### src/rtl/rns_skid_stage_if.sv
// Handshake bundle for the residue skid stage. The producer/consumer side uses
// the master modport and the stage itself uses the slave modport.
interface rns_skid_stage_if #(
   parameter int DATA_WIDTH = 18,
   parameter int CNT_WIDTH  = 16
);
   logic                  in_valid;
   logic                  in_ready;
   logic [DATA_WIDTH-1:0] in_data;
   logic                  out_valid;
   logic                  out_ready;
   logic [DATA_WIDTH-1:0] out_data;
   logic                  out_err;
   logic [CNT_WIDTH-1:0]  err_count;
   logic [1:0]            occupancy;

   modport master (
      output in_valid, in_data, out_ready,
      input  in_ready, out_valid, out_data, out_err, err_count, occupancy
   );

   modport slave (
      input  in_valid, in_data, out_ready,
      output in_ready, out_valid, out_data, out_err, err_count, occupancy
   );
endinterface

### src/rtl/rns_skid_stage.sv
// Two-entry skid stage for residue digits: registered in_ready, strict FIFO order,
// per-digit range tag and a saturating count of out-of-range digits accepted.
module rns_skid_stage #(
   parameter int DATA_WIDTH = 18,
   parameter int MODULUS    = 262139,
   parameter int CNT_WIDTH  = 16
) (
   input logic               clk,
   input logic               sclr,
   rns_skid_stage_if.slave   s_bus
);
   typedef enum logic [1:0] {
      EMPTY = 2'd0,
      ONE   = 2'd1,
      FULL  = 2'd2
   } state_t;

   localparam logic [DATA_WIDTH:0]  MOD_L   = MODULUS[DATA_WIDTH:0];
   localparam logic [CNT_WIDTH-1:0] CNT_MAX = '1;

   state_t                r_state;
   logic                  r_in_ready;
   logic                  r_out_valid;
   logic [DATA_WIDTH-1:0] r_main_data;
   logic                  r_main_err;
   logic [DATA_WIDTH-1:0] r_skid_data;
   logic                  r_skid_err;
   logic [CNT_WIDTH-1:0]  r_err_count;

   logic w_in_xfer;
   logic w_out_xfer;
   logic w_in_err;

   assign w_in_xfer  = s_bus.in_valid & r_in_ready;
   assign w_out_xfer = r_out_valid & s_bus.out_ready;
   assign w_in_err   = ({1'b0, s_bus.in_data} >= MOD_L);

   // NOTE: every register here, data included, is reset so out_* read 0 after sclr;
   // all state updates use non-blocking assignments so branches see pre-edge values.
   always_ff @(posedge clk) begin
      if (sclr) begin
         r_state     <= EMPTY;
         r_in_ready  <= 1'b0;
         r_out_valid <= 1'b0;
         r_main_data <= '0;
         r_main_err  <= 1'b0;
         r_skid_data <= '0;
         r_skid_err  <= 1'b0;
         r_err_count <= '0;
      end else begin
         if (w_in_xfer && w_in_err && (r_err_count != CNT_MAX))
            r_err_count <= r_err_count + 1'b1;

         unique case (r_state)
            EMPTY: begin
               r_in_ready <= 1'b1;
               if (w_in_xfer) begin
                  r_main_data <= s_bus.in_data;
                  r_main_err  <= w_in_err;
                  r_out_valid <= 1'b1;
                  r_state     <= ONE;
               end
            end
            ONE: begin
               r_in_ready <= 1'b1;
               if (w_in_xfer && !w_out_xfer) begin
                  r_skid_data <= s_bus.in_data;
                  r_skid_err  <= w_in_err;
                  r_in_ready  <= 1'b0;
                  r_state     <= FULL;
               end else if (!w_in_xfer && w_out_xfer) begin
                  r_out_valid <= 1'b0;
                  r_state     <= EMPTY;
               end else if (w_in_xfer && w_out_xfer) begin
                  r_main_data <= s_bus.in_data;
                  r_main_err  <= w_in_err;
               end
            end
            FULL: begin
               r_in_ready <= 1'b0;
               if (w_out_xfer) begin
                  r_main_data <= r_skid_data;
                  r_main_err  <= r_skid_err;
                  r_in_ready  <= 1'b1;
                  r_state     <= ONE;
               end
            end
            default: begin
               r_state     <= EMPTY;
               r_in_ready  <= 1'b1;
               r_out_valid <= 1'b0;
            end
         endcase
      end
   end

   assign s_bus.in_ready  = r_in_ready;
   assign s_bus.out_valid = r_out_valid;
   assign s_bus.out_data  = r_main_data;
   assign s_bus.out_err   = r_main_err;
   assign s_bus.err_count = r_err_count;
   assign s_bus.occupancy = r_state;
endmodule

### src/flat_wrapper.sv
// flat-port wrapper written by rule: the top's interface ports become plain ports
module rns_skid_stage_flat 
#(
   parameter int DATA_WIDTH = 18,
   parameter int MODULUS    = 262139,
   parameter int CNT_WIDTH  = 16
)
  (clk, sclr, s_bus_in_valid, s_bus_in_data, s_bus_out_ready, s_bus_in_ready, s_bus_out_valid, s_bus_out_data, s_bus_out_err, s_bus_err_count, s_bus_occupancy);
  rns_skid_stage_if #(.DATA_WIDTH(DATA_WIDTH), .CNT_WIDTH(CNT_WIDTH)) s_bus_i ();
  input logic clk;
  input logic sclr;
  input wire logic [$bits(s_bus_i.in_valid)-1:0] s_bus_in_valid;
  input wire logic [$bits(s_bus_i.in_data)-1:0] s_bus_in_data;
  input wire logic [$bits(s_bus_i.out_ready)-1:0] s_bus_out_ready;
  output wire logic [$bits(s_bus_i.in_ready)-1:0] s_bus_in_ready;
  output wire logic [$bits(s_bus_i.out_valid)-1:0] s_bus_out_valid;
  output wire logic [$bits(s_bus_i.out_data)-1:0] s_bus_out_data;
  output wire logic [$bits(s_bus_i.out_err)-1:0] s_bus_out_err;
  output wire logic [$bits(s_bus_i.err_count)-1:0] s_bus_err_count;
  output wire logic [$bits(s_bus_i.occupancy)-1:0] s_bus_occupancy;
  assign s_bus_i.in_valid = s_bus_in_valid;
  assign s_bus_i.in_data = s_bus_in_data;
  assign s_bus_i.out_ready = s_bus_out_ready;
  assign s_bus_in_ready = s_bus_i.in_ready;
  assign s_bus_out_valid = s_bus_i.out_valid;
  assign s_bus_out_data = s_bus_i.out_data;
  assign s_bus_out_err = s_bus_i.out_err;
  assign s_bus_err_count = s_bus_i.err_count;
  assign s_bus_occupancy = s_bus_i.occupancy;
  rns_skid_stage #(.DATA_WIDTH(DATA_WIDTH), .MODULUS(MODULUS), .CNT_WIDTH(CNT_WIDTH)) u_core (.clk(clk), .sclr(sclr), .s_bus(s_bus_i));
endmodule
### config.mk
export PLATFORM = sky130hd
export DESIGN_NAME = rns_skid_stage_flat
export DESIGN_NICKNAME = d
export VERILOG_FILES = /design/src/rtl/rns_skid_stage_if.sv /design/src/rtl/rns_skid_stage.sv /design/src/flat_wrapper.sv
export SDC_FILE = /design/constraint.sdc
export NUM_CORES = 1
export LEC_CHECK = 0
export CORE_AREA = 2 2 65 92
export DETAILED_ROUTE_END_ITERATION = 8
export DIE_AREA = 0 0 67 94
export HOLD_SLACK_MARGIN = 0.1
export PLACE_DENSITY = 0.88
export SLEW_MARGIN = 15
export SYNTH_ARGS = -nofsm -noshare
export SYNTH_HDL_FRONTEND = slang
export SYNTH_SLANG_ARGS = --single-unit
### constraint.sdc
create_clock -name clk -period 1.84 [get_ports clk]
set_input_delay 0.368 -clock clk [delete_from_list [all_inputs] [get_ports clk]]
set_output_delay 0.368 -clock clk [all_outputs]
set_load 0.05 [all_outputs]
==> impl_metrics.ini <==
[run_status]
status = finished with violations
violations = setup timing

[critical_path]
crit_fanout = 4
startpoint_type = flip-flop
crit_type = flip-flop to flip-flop
crit_path_end_kind = flip-flop
cp.required_ns = 2.11
arrival_ns = 2.12

[die]
die_area_sq_um = 6298
io_pins = 61
die_w_um = 67
core_area_sq_um = 5445
num_rows = 32
die_y_um = 94
initial_core_util_pct = 48.97

[logic_synthesis]
synth_edf_count = 0
synthTopCellsByCount = dfxtp_1, nand2_1, a21oi_1, nor2_1, a211oi_1
yosys_warnings = 0
yosysSeqAreaShare_pct = 43.55
synth_top_area_cell = dfxtp_1
synth.distinct_cells = 39
avgSynthCellArea_sq_um = 8.601
ys.flop_type = dfxtp_1
synth.area.top_cells = dfxtp_1, mux2i_1, nand2_1
syn_nets = 337
yosysTopAreaCellShare_pct = 43.55
synth_area_sq_um = 2666
yosysMostFrequentCell = dfxtp_1
synthCells = 310
synth-seq-cells = 58
synthArstFlopShare_pct = 0

[placement]
gp_congestion = 0.8748
place_inst = 450
portBuffers = 60
place_hpwl_um = 4770

[route]
wirelength_um = 7616
drc = 0
vias_per_cell = 5.650
antenna_left = 0
drtIter0Drc = 132
dr.pass1.iters = 5
routedWlPerCell_um = 16.14
num_vias = 2667

[hold_path]
min_path_type = primary input to flip-flop

[cells_and_area]
nets = 428
final_cells = 472
area_delta_synth_final_pct = 43.17
nFillCells = 406
drive_gt1_share_pct = 32.18
fin_util_pct = 70.11
antenna_cells = 0

[global_routing]
grt_pass1_wl_um = 10830
busiest_layer = met2
grt_max_degree = 28
grt_overflow = 0
use_met3_pct = 6.715
antenna_found_initial = 0
grtUsageTotal_pct = 23.02
grt_pass1_vias = 2405
grt_util_met1_pct = 24.02
grt_util_met2_pct = 40.76

[timing]
setup_slack_ns = -0.006043
finalClockSkew_ns = 0.008375
period_share_pct = 100.3
worst_slew_margin_rel_pct = 67.01
tightest_slew_ns = 0.4968
period_needed_ns = 1.846
fmax_mhz = 541.7
timing_hold_violations_final = 0
maxSlewViolCount = 0
setup_violations = 1

[run]
drv_cap = 0

[cts]
clock_path_buffers = 2
insertion_delay_ns = 0.34
numCtsBuffers = 9
cts_num_sinks = 58
clk_pin_slew_ns = 0.06
cts-root-buf = clkbuf_8
htree_num_levels = 3
cts_tree = done

[pwr]
pwr_density_cell_nw_per_um2 = 1450
leakage_uw = 0.001553
peakVddDrop_v = 0.0008281
-- stage by stage --
step	worst slack (ns)	hold WS [ns]	cell area, sq um	power, uW	TNS [ns]
6_report	-0.006043	0.3464	3817	5536	-0.006043
5_1_grt	-0.08141	0.3424	3817	5768	-0.2761
4_1_cts	0.004110	0.4558	3643	5242	0
3_5_place_dp	-0.3484	0.4477	3440	3994	-8.956
3_3_place_gp	-0.2830	0.4402	3440	3944	-7.842
2_1_floorplan	0.005202	0.4315	2685	3288	0
-- logic make-up (layout without fill, tap and decap cells) --
kind of cell | count (synthesis) | in the layout | synth area share [%]
adder cells (fa/ha/maj) | 5 | 5 | 2.346
multiplexers | 23 | 23 | 8.775
XOR/XNOR | 1 | 1 | 0.3285
flip-flops | 58 | 58 | 43.55
AND/OR/NAND/NOR | 130 | 130 | 25.34
buffers and inverters | 23 | 117 | 3.754
AO/OA/AOI/OAI | 70 | 70 | 15.91
-- where the power goes --
part / leakage (uW) / internal (uW) / switching [uW]
combinational: 0.000968 / 921 / 1650
clock: 0.000105 / 782 / 470
sequential: 0.000479 / 1540 / 176
-- flip-flops by register name, indices dropped and copies added, names as in the netlist --
| name | cells |
|---|---|
| u_core.s_bus.out_err | 1 |
| u_core.s_bus.occupancy | 2 |
| u_core.s_bus.in_ready | 1 |
| u_core.s_bus.out_data | 18 |
| u_core.s_bus.out_valid | 1 |
| u_core.r_skid_err | 1 |
| u_core.s_bus.err_count | 16 |
| u_core.r_skid_data | 18 |
-- cell type report --
cell class / instances / area, sq um / area share (%)
Inverter: 4 / 15.01 / 0.3933
Multi-Input combinational cell: 229 / 1483 / 38.84
Clock buffer: 11 / 141.4 / 3.704
Clock inverter: 3 / 65.06 / 1.704
Timing Repair Buffer: 99 / 848.3 / 22.22
Tap cell: 68 / 85.08 / 2.229
Sequential cell: 58 / 1180 / 30.91
-- critical path: stages (launching register included) --
cell and delay, ns:
dfxtp_4 0.37, inv_1 0.07, ha_1 0.23, a22o_1 0.25
nor3_4 0.27, buf_2 0.23, buf_4 0.13, o21ai_0 0.10
a21oi_1 0.13
-- cells in the final DEF, fill, tap and decap left out, types with 3 or more instances in the layout --
master | synthesis | routed
buf_4 | 1 | 69
nand2_1 | 48 | 47
dfxtp_1 | 58 | 45
nor2_1 | 28 | 28
a21oi_1 | 31 | 27
a211oi_1 | 21 | 20
mux2i_1 | 20 | 20
dfxtp_2 | 0 | 12
clkdlybuf4s50_1 | 0 | 11
clkbuf_8 | 0 | 10
o21ai_0 | 10 | 9
dlymetal6s2s_1 | 0 | 9
nand3_1 | 10 | 8
nor3_1 | 6 | 6
nand4_1 | 6 | 6
and3_1 | 6 | 5
inv_1 | 4 | 4
a21oi_2 | 0 | 4
or3_1 | 7 | 4
ha_1 | 5 | 4
buf_6 | 0 | 4
and2_1 | 3 | 3
o21a_1 | 3 | 3
nor2b_1 | 3 | 3
mux2_2 | 3 | 3
or3_4 | 0 | 3
-- metal layers --
layer | vias to the layer above | share of wire, % | wire [um]
met1 | 1282 | 38 | 2879
li1 | 1282 | - | -
met2 | 85 | 55 | 4162
met4 | 0 | 3.4 | 261
met5 | - | 0 | 0
met3 | 18 | 4.1 | 312
-- path summary, 6_finish.rpt --
kind,start,to,slack [ns],depth (start not counted)
max reg2reg,u_core.s_bus.occupancy[0],u_core.s_bus.out_err,-0.006,8
min,s_bus_in_data[12],u_core.r_skid_data[12],0.35,3
min reg2reg,u_core.r_skid_data[9],u_core.r_skid_data[9],0.46,2
max,u_core.s_bus.occupancy[0],u_core.s_bus.out_err,-0.006,8
-- what timing repair did --
| action | in CTS | in global routing |
|---|---|---|
| hold buffers | 0 | 0 |
| gates resized for setup | 2 | 34 |
| setup endpoints to repair | 2 | 26 |
| pin swaps | 0 | 9 |
| cloned | 0 | 2 |
| buffers inserted | 0 | 6 |
| hold endpoints to repair | 0 | 0 |
Power figures use the tool's default switching activity.
==> edit, RTL diff (same flow settings) <==
`MODULUS` is set to 262139 in 2 places; all go to 196604.
--- a/src/rtl/rns_skid_stage.sv
+++ b/src/rtl/rns_skid_stage.sv
@@ -3,5 +3,5 @@
 module rns_skid_stage #(
    parameter int DATA_WIDTH = 18,
-   parameter int MODULUS    = 262139,
+   parameter int MODULUS    = 196604,
    parameter int CNT_WIDTH  = 16
 ) (
--- a/src/flat_wrapper.sv
+++ b/src/flat_wrapper.sv
@@ -3,5 +3,5 @@
 #(
    parameter int DATA_WIDTH = 18,
-   parameter int MODULUS    = 262139,
+   parameter int MODULUS    = 196604,
    parameter int CNT_WIDTH  = 16
 )
Function: changed (a bounded check fails within 4 cycles, from zero or initial values).
==> edit against the unedited design <==
- total power fell by 10%
- synthesized cell count down 3.9%
- sequential cell count unchanged
- setup slack got worse by 0.080 ns
- largest cell class unchanged
- largest power group unchanged
- area after synthesis decreased by 2.4%
- critical path depth unchanged
- fmax shrank 4.1%
- wire length shrank 2.9%
- the flow still finishes with violations (setup timing)
- design area rose by 1.3%
- count of clock-buffer cells in the layout up 2
==> edit: results (changes against the unedited design) <==
<table>
<tr><th>Metric</th><th>Value</th></tr>
<tr><th colspan="2">Outcome</th></tr>
<tr><td>Status</td><td>complete, but fails checks</td></tr>
<tr><td>Failing checks</td><td>setup timing</td></tr>
<tr><th colspan="2">Detailed routing</th></tr>
<tr><td>First-pass iteration count of the detailed router</td><td>4 (-1)</td></tr>
<tr><td>DRC marker count from the first detailed-route iteration</td><td>256 (+94%)</td></tr>
<tr><th colspan="2">Worst setup path</th></tr>
<tr><td>Top fanout value on the critical path</td><td>5 (+1)</td></tr>
<tr><td>Critical R2R Capture</td><td>u_core.s_bus.err_count[5]$_SDFFE_PP0P_</td></tr>
<tr><td>Worst reg2reg startpoint</td><td>u_core.s_bus.err_count[5]$_SDFFE_PP0P_</td></tr>
<tr><td>Start point of the critical path</td><td>u_core.s_bus.err_count[5]$_SDFFE_PP0P_</td></tr>
<tr><th colspan="2">Timing</th></tr>
<tr><td>Total negative setup slack</td><td>-0.0857 ns (-0.0797 ns)</td></tr>
<tr><td>Tightest hold margin</td><td>0.271 ns (-0.0756 ns)</td></tr>
<tr><td>Final worst setup slack</td><td>-0.0857 ns (-0.0797 ns)</td></tr>
<tr><td>Clock tree skew after final layout</td><td>0.00778 ns (-0.000593 ns)</td></tr>
<tr><td>Total setup violations reported at the end of the flow</td><td>1 (unchanged)</td></tr>
<tr><th colspan="2">Hold path</th></tr>
<tr><td>Endpoint of the worst hold-timing path</td><td>u_core.r_skid_data[2]$_SDFFE_PP0P_</td></tr>
<tr><td>Source of the worst hold timing path</td><td>s_bus_in_data[2]</td></tr>
<tr><th colspan="2">Cells and area</th></tr>
<tr><td>Layout fillers</td><td>409 (+0.74%)</td></tr>
<tr><td>Share of final-layout standard cells stronger than drive strength 1</td><td>34.9% (+2.7 points)</td></tr>
<tr><td>Final-stage net count</td><td>430 (+0.47%)</td></tr>
<tr><th colspan="2">Synth</th></tr>
<tr><td>Count of unique library cells instantiated by Yosys</td><td>38 (-2.6%)</td></tr>
<tr><td>Synth Net Count</td><td>325 (-3.6%)</td></tr>
<tr><td>Synth top area cells</td><td>dfxtp_1 (45%), mux2i_1 (6.9%), nand2_1 (6.9%), nor2_1 (5.9%), a211oi_1 (5.8%)</td></tr>
<tr><th colspan="2">Power</th></tr>
<tr><td>Lkg Pwr</td><td>1.49 nW (-4.0%)</td></tr>
<tr><td>Fraction of power spent switching nets</td><td>41.5% (+0.081 points)</td></tr>
<tr><th colspan="2">GRT</th></tr>
<tr><td>Via count of the first global-routing pass</td><td>2440 (+1.5%)</td></tr>
<tr><td>Pin count of the biggest net entering global routing</td><td>31 (+11%)</td></tr>
<tr><th colspan="2">Placement</th></tr>
<tr><td>Global placement routability congestion</td><td>0.926 (+5.8%)</td></tr>
</table>
-- edit: power by group through the flow --
stage / Combinational, W / Sequential (W) / Clock, W
2_1_floorplan: 0.000790 / 0.00237 / 0
3_3_place_gp: 0.00212 / 0.00165 / 0
3_5_place_dp: 0.00217 / 0.00166 / 0
4_1_cts: 0.00211 / 0.00163 / 0.00110
5_1_grt: 0.00243 / 0.00166 / 0.00115
6_report: 0.00226 / 0.00163 / 0.00108
-- edit: worst max-delay path: cells and delay by family, from the launching register on --
kind | cells | cell delay (ns)
xor+xnor | 1 | 0.27
buf+inv | 3 | 0.55
simple gates | 4 | 0.59
flops | 1 | 0.37
-- edit: per-layer routing --
layer	up-vias	share of wire [%]	GRT usage, %
met1	1255	40	27.2
met4	0	2.4	11.2
met5	-	0	0
met3	13	5.4	7.43
li1	1262	-	-
met2	87	52	39.5
-- edit: how the worst max path moves through the flow --
stage | to | cells after the start
after floorplan | u_core.s_bus.out_data[6]$_SDFFE_PP0P_ | 8
after global placement | u_core.s_bus.err_count[4]$_SDFFE_PP0P_ | 7
after detailed placement | u_core.s_bus.err_count[14]$_SDFFE_PP0P_ | 7
after CTS | u_core.s_bus.err_count[13]$_SDFFE_PP0P_ | 6
after global routing | u_core.s_bus.err_count[5]$_SDFFE_PP0P_ | 8
final | u_core.s_bus.err_count[5]$_SDFFE_PP0P_ | 8
-- edit: timing repair --
item	4_1_cts	5_1_grt
gates resized for setup	35	20
pin swaps	7	12
endpoints found under the setup margin	23	18
gates cloned	1	1
buffers inserted	4	11
-- edit: cell families (layout without fill, tap and decap cells) --
family | Yosys count | in the layout | synth area share, %
xor gates and xnor gates | 13 | 13 | 4.38
DFF | 58 | 58 | 44.6
muxes | 20 | 20 | 7.79
AOI/OAI and AO/OA | 55 | 55 | 14.4
buffers and inverters | 21 | 130 | 3.41
adders and majority gates | 5 | 5 | 2.41
and+or+nand+nor | 126 | 126 | 22.9
-- edit: layout make-up --
cell class              count  area (um^2)  share of cell area [%]
flip-flops and latches     58         1220                    31.5
well taps                  68         85.1                    2.20
multi-input cells         219         1460                    37.7
clock buffers              13          170                    4.40
repair buffers            111          911                    23.6
inverters                   4         15.0                   0.388
clock inverters             2         10.0                   0.259
-- edit: stage by stage --
stage	instance area, um^2	power [W]	worst slack [ns]	instances
after floorplan	2700	0.00316	0.00268	298
after global routing	3870	0.00524	-0.104	475
final	3870	0.00497	-0.0857	475
after detailed placement	3490	0.00383	-0.553	443
after global placement	3490	0.00377	-0.483	443
after CTS	3740	0.00484	0.0138	463
